`config.mk`:
```
export PLATFORM = sky130hd
export DESIGN_NAME = uart_tx_arbiter_flat
export DESIGN_NICKNAME = d
export VERILOG_FILES = /design/src/rtl/uart_pkg.sv /design/src/rtl/uart_tx_arbiter_if.sv /design/src/rtl/uart_tx_arbiter_rr_pick.sv /design/src/rtl/uart_tx_arbiter.sv /design/src/flat_wrapper.sv
export SDC_FILE = /design/constraint.sdc
export NUM_CORES = 1
export LEC_CHECK = 0
export CAP_MARGIN = 20
export CORE_ASPECT_RATIO = 0.9
export CORE_MARGIN = 3
export CORE_UTILIZATION = 33
export DETAILED_ROUTE_END_ITERATION = 7
export PLACE_DENSITY = 0.85
export SKIP_CTS_REPAIR_TIMING = 1
export SYNTH_ARGS = -nofsm -noshare
export SYNTH_HDL_FRONTEND = slang
export SYNTH_SLANG_ARGS = --single-unit
```
`constraint.sdc`:
```
create_clock -name i_clk -period 1.8 [get_ports i_clk]
set_input_delay 0.36 -clock i_clk [delete_from_list [all_inputs] [get_ports i_clk]]
set_output_delay 0.36 -clock i_clk [all_outputs]
set_load 0.01 [all_outputs]
```
`src/rtl/uart_pkg.sv`:
```
// Shared definitions for the UART transmit arbitration logic.
package uart_pkg;

   typedef enum logic {
      IDLE = 1'b0,
      LOCK = 1'b1
   } arb_state_e;

   // Width of an index into n requesters; never narrower than one bit.
   function automatic int OwnerW(input int n);
      return (n > 1) ? $clog2(n) : 1;
   endfunction

   // Width of a counter that must be able to hold the value m.
   function automatic int BurstW(input int m);
      return (m > 0) ? $clog2(m + 1) : 1;
   endfunction

endpackage

```
`src/rtl/uart_tx_arbiter_if.sv`:
```
// Producer-side and UART-FIFO-side handshake of the transmit arbiter.
// The slave modport is the arbiter's view; master is the environment's view.
interface uart_tx_arbiter_if #(
   parameter int NumReq     = 4,
   parameter int DataLength = 8
);

   logic [NumReq-1:0]                  i_req;
   logic [NumReq-1:0][DataLength-1:0]  i_data;
   logic [NumReq-1:0]                  i_last;
   logic [NumReq-1:0]                  o_gnt;
   logic                               o_tx_req;
   logic [DataLength-1:0]              o_tx_data;
   logic                               i_tx_rdy;

   modport slave (
      input  i_req,
      input  i_data,
      input  i_last,
      input  i_tx_rdy,
      output o_gnt,
      output o_tx_req,
      output o_tx_data
   );

   modport master (
      output i_req,
      output i_data,
      output i_last,
      output i_tx_rdy,
      input  o_gnt,
      input  o_tx_req,
      input  o_tx_data
   );

endinterface

```
`src/rtl/uart_tx_arbiter_rr_pick.sv`:
```
// Combinational round-robin picker: returns the first asserted request at
// or above ptr, wrapping around, plus a flag saying whether any was found.
module rr_pick
   import uart_pkg::*;
#(
   parameter int NumReq = 4
) (
   input  logic [NumReq-1:0]          req,
   input  logic [OwnerW(NumReq)-1:0]  ptr,
   output logic [OwnerW(NumReq)-1:0]  idx,
   output logic                       valid
);

   localparam int IdxW = OwnerW(NumReq);

   logic [IdxW-1:0] cand;

   // Walk offsets from farthest to nearest so the nearest asserted request wins.
   always_comb begin
      valid = 1'b0;
      idx   = '0;
      cand  = '0;
      for (int i = NumReq - 1; i >= 0; i--) begin
         cand = IdxW'((int'(ptr) + i) % NumReq);
         if (req[cand]) begin
            valid = 1'b1;
            idx   = cand;
         end
      end
   end

endmodule

```
`src/rtl/uart_tx_arbiter.sv`:
```
// Round-robin arbiter sharing the UART TX FIFO write port between several
// byte producers. A granted producer owns the port until it sends a byte
// flagged last or until it has sent MaxBurst bytes in this grant.
module uart_tx_arbiter
   import uart_pkg::*;
#(
   parameter int NumReq     = 4,
   parameter int DataLength = 8,
   parameter int MaxBurst   = 16
) (
   input  logic                       i_clk,
   input  logic                       i_rst,
   uart_tx_arbiter_if.slave           arb,
   output logic                       o_busy,
   output logic [OwnerW(NumReq)-1:0]  o_owner
);

   localparam int OwnerWidth = OwnerW(NumReq);
   localparam int BurstWidth = BurstW(MaxBurst);
   localparam logic [BurstWidth-1:0] BurstLast = BurstWidth'(MaxBurst - 1);
   localparam logic [OwnerWidth-1:0] LastIdx   = OwnerWidth'(NumReq - 1);

   arb_state_e              state_q, state_d;
   logic [OwnerWidth-1:0]   owner_q, owner_d;
   logic [OwnerWidth-1:0]   rr_ptr_q, rr_ptr_d;
   logic [BurstWidth-1:0]   burst_cnt_q, burst_cnt_d;

   logic [OwnerWidth-1:0]   pick_idx;
   logic                    pick_valid;
   logic                    tx_req;
   logic [DataLength-1:0]   tx_data;
   logic [NumReq-1:0]       gnt;

   rr_pick #(
      .NumReq (NumReq)
   ) u_rr_pick (
      .req   (arb.i_req),
      .ptr   (rr_ptr_q),
      .idx   (pick_idx),
      .valid (pick_valid)
   );

   // Next-state logic plus the combinational write strobe toward the FIFO.
   always_comb begin
      state_d     = state_q;
      owner_d     = owner_q;
      rr_ptr_d    = rr_ptr_q;
      burst_cnt_d = burst_cnt_q;
      tx_req      = 1'b0;
      tx_data     = '0;
      gnt         = '0;
      unique case (state_q)
         IDLE: begin
            if (pick_valid) begin
               owner_d     = pick_idx;
               burst_cnt_d = '0;
               state_d     = LOCK;
            end
         end
         LOCK: begin
            tx_req  = arb.i_req[owner_q] & arb.i_tx_rdy;
            tx_data = arb.i_data[owner_q];
            if (tx_req) begin
               gnt[owner_q] = 1'b1;
               burst_cnt_d  = burst_cnt_q + 1'b1;
               if (arb.i_last[owner_q] || (burst_cnt_q == BurstLast)) begin
                  state_d  = IDLE;
                  rr_ptr_d = (owner_q == LastIdx) ? '0 : owner_q + 1'b1;
               end
            end
         end
         default: state_d = IDLE;
      endcase
   end

   // State registers; reset abandons any message in flight immediately.
   always_ff @(posedge i_clk or posedge i_rst) begin
      if (i_rst) begin
         state_q     <= IDLE;
         owner_q     <= '0;
         rr_ptr_q    <= '0;
         burst_cnt_q <= '0;
      end else begin
         state_q     <= state_d;
         owner_q     <= owner_d;
         rr_ptr_q    <= rr_ptr_d;
         burst_cnt_q <= burst_cnt_d;
      end
   end

   // Drive the interface and status outputs from the combinational results.
   always_comb begin
      arb.o_tx_req  = tx_req;
      arb.o_tx_data = tx_data;
      arb.o_gnt     = gnt;
      o_busy        = (state_q == LOCK);
      o_owner       = owner_q;
   end

endmodule

```
`src/flat_wrapper.sv`:
```
// flat-port wrapper written by rule: the top's interface ports become plain ports
module uart_tx_arbiter_flat import uart_pkg::*;
#(
   parameter int NumReq     = 4,
   parameter int DataLength = 8,
   parameter int MaxBurst   = 16
)
  (i_clk, i_rst, o_busy, o_owner, arb_i_req, arb_i_data, arb_i_last, arb_i_tx_rdy, arb_o_gnt, arb_o_tx_req, arb_o_tx_data);
  uart_tx_arbiter_if #(.NumReq(NumReq), .DataLength(DataLength)) arb_i ();
  input  logic i_clk;
  input  logic i_rst;
  output logic o_busy;
  output logic [OwnerW(NumReq)-1:0] o_owner;
  input wire logic [$bits(arb_i.i_req)-1:0] arb_i_req;
  input wire logic [$bits(arb_i.i_data)-1:0] arb_i_data;
  input wire logic [$bits(arb_i.i_last)-1:0] arb_i_last;
  input wire logic [$bits(arb_i.i_tx_rdy)-1:0] arb_i_tx_rdy;
  output wire logic [$bits(arb_i.o_gnt)-1:0] arb_o_gnt;
  output wire logic [$bits(arb_i.o_tx_req)-1:0] arb_o_tx_req;
  output wire logic [$bits(arb_i.o_tx_data)-1:0] arb_o_tx_data;
  assign arb_i.i_req = arb_i_req;
  assign arb_i.i_data = arb_i_data;
  assign arb_i.i_last = arb_i_last;
  assign arb_i.i_tx_rdy = arb_i_tx_rdy;
  assign arb_o_gnt = arb_i.o_gnt;
  assign arb_o_tx_req = arb_i.o_tx_req;
  assign arb_o_tx_data = arb_i.o_tx_data;
  uart_tx_arbiter #(.NumReq(NumReq), .DataLength(DataLength), .MaxBurst(MaxBurst)) u_core (.i_clk(i_clk), .i_rst(i_rst), .arb(arb_i), .o_busy(o_busy), .o_owner(o_owner));
endmodule
```
==> metrics.txt <==
Setup crit start kind=flop; Die Y=57.1 µm; min Tclk post-route=1.99 ns; Placer Congestion=0.806; ant diodes=0; Ports=59; Min-Delay Path Class=in -> async; dpl cells=199; pin count of the biggest net entering global routing=13; crit share post-route=111%; routed len/inst=17.5 µm; status=finished with violations; Post-layout nets=219; Finish-stage setup viols=15; FP Rows=17; CTS Root Cell=clkbuf_4; maximum operating frequency=502 MHz; remaining global-route overflow=0; crit end category=output port; Routed WL=3.62 mm; failing checks=negative setup slack; full die area=3580 µm²; DRC Markers=0; synth top area cells=dfrtp_1 26%, mux4_2 19%, and2_1 8.5%, ha_1 7.9%, mux2i_1 5.2%; WS Path Type=reg -> out; first-pass GRT wire length=4.94 mm; crit-path max FO=6; final hold vios=0; Peak VDD IR=0.767 mV; First-pass DRT Iterations=4; Post-synth EDFFs=0; Initial Utilization=36.8%; htree depth=1; Leakage=0.000823 µW; RSZ-0062 raised after global routing=true; CTS tree=built; vias per cell=5.04; Net Count, Synth=140; core area=2590 µm²; Critical Path RT=1.44 ns; initial drt markers=50; Die X-Extent=62.7 µm; total CTS buffers=3; power per cell area=1340 nW/µm²; clk slew on worst S/H paths=0.08 ns; GRT Util Overall=17.7%; Max Root-Sink Buffers=2; Yosys top cell by area=dfrtp_1; Synth Register Bits=10; Final Max Slew Viols=0; Slew @ Worst Pin=0.565 ns; sequential share of the synthesized area=26.2%; count of cell types in the netlist=29; synth warn=0; Most used DFF post-synth=dfrtp_1; Area Overhead vs Synth=91.0%; asr flop ratio synth=100%; Slew headroom=62.0%; latest clock arrival within the worst-skew pair=0.27 ns; skew final=0.0120 ns; post-synth top area share=26.2%; Post-DP HPWL=2.63 mm; share of cells above drive strength 1=37.9%; final worst setup slack=-0.192 ns; Mapped Area=956 µm²; Synth Instances=91; via count=1044; clk sink count=10; Mean Syn Cell Area=10.5 µm²; # Max-Cap Violations=0; top-count cell post-synth=and2_1; I/O Buffers=58; non-filler cells, final=207; Sum Neg Setup Slack=-2.18 ns; Worst Path Arrival=1.63 ns; Routed Antenna Nets=0; vias in the first global route=1024; Post-synth top cells=13 x and2_1, 10 x dfrtp_1, 8 x mux4_2; Filler Cell Count=185; initial antenna violation count=0
## cells by family after synthesis
group                    share of synthesized area [%]
multiplexers                                      28.8
flip-flops                                        26.2
AO/OA/AOI/OAI                                     13.0
AND/OR/NAND/NOR                                   18.2
adder cells (fa/ha/maj)                           7.85
buffers and inverters                             5.10
XOR/XNOR                                         0.916
## registers in the layout (all words and copies together) (netlist names)
name	count
u_core.burst_cnt_q	5
u_core.o_owner	2
u_core.rr_ptr_q	2
u_core.o_busy	1
## per-stage QoR
| step | area, µm² | total power (µW) | util [%] | worst slack (ns) | hold WS, ns |
|---|---|---|---|---|---|
| after floorplan | 962 | 1250 | - | 0.0107 | 0.200 |
| after global placement | 1700 | 1910 | 65.4 | -0.521 | 0.523 |
| after detailed placement | 1700 | 1960 | 65.4 | -0.561 | 0.525 |
| after CTS | 1730 | 2180 | 66.8 | -0.609 | 0.361 |
| after global routing | 1830 | 2610 | 70.3 | -0.236 | 0.382 |
| final | 1830 | 2450 | 70.3 | -0.192 | 0.354 |
## worst max-delay path: stages (launching register included)
cell and delay, ns:
dfrtp_2 0.43, buf_12 0.14, mux4_2 0.51, and2_4 0.16
buf_6 0.11
## metal layers
metal | vias up | wire, µm | track usage, %
met3 | 2 | 332 | 5.91
met1 | 498 | 1390 | 19.3
li1 | 486 | - | -
met4 | 0 | 28 | 1.89
met2 | 58 | 1870 | 34.3
met5 | - | 0 | 0
## final cells by class
type / count / area [µm²] / share of cell area [%]
Tap cell: 38 / 47.5 / 2.60
Clock buffer: 4 / 36.3 / 1.99
Inverter: 6 / 22.5 / 1.23
Timing Repair Buffer: 79 / 769 / 42.2
Multi-Input combinational cell: 70 / 698 / 38.2
Sequential cell: 10 / 251 / 13.8
## cells in the final DEF (no fill, tap or decap), types with 4 or more instances in the layout
| master | Yosys | layout |
|---|---|---|
| a21oi_1 | 5 | 5 |
| and2_1 | 13 | 5 |
| and2_4 | 0 | 8 |
| buf_4 | 1 | 19 |
| buf_6 | 0 | 9 |
| clkdlybuf4s50_1 | 0 | 44 |
| dfrtp_1 | 10 | 9 |
| ha_1 | 6 | 5 |
| inv_1 | 6 | 6 |
| mux4_2 | 8 | 8 |
| nand2_1 | 4 | 4 |
| nor2_1 | 6 | 6 |
## final timing paths
check,startpoint,end,slack [ns],depth (start not counted)
min in group i_clk,u_core.burst_cnt_q[4],u_core.burst_cnt_q[4],0.54,2
max reg2reg,u_core.o_owner[0],u_core.rr_ptr_q[0],-0.04,5
max,u_core.o_owner[0],arb_o_tx_data[3],-0.19,4
min reg2reg,u_core.burst_cnt_q[4],u_core.burst_cnt_q[4],0.54,2
min,i_rst,u_core.burst_cnt_q[2],0.35,2
max in group asynchronous,i_rst,u_core.o_owner[0],1.15,2
## power by group
group | total, µW | leakage (µW) | internal [µW] | switching (µW)
sequential | 428 | 0.000121 | 328 | 101
clock | 206 | 0.0000210 | 123 | 83.0
combinational | 1810 | 0.000681 | 1120 | 694
total | 2450 | 0.000823 | 1570 | 877
No activity file was read; power rests on OpenSTA's default activity.
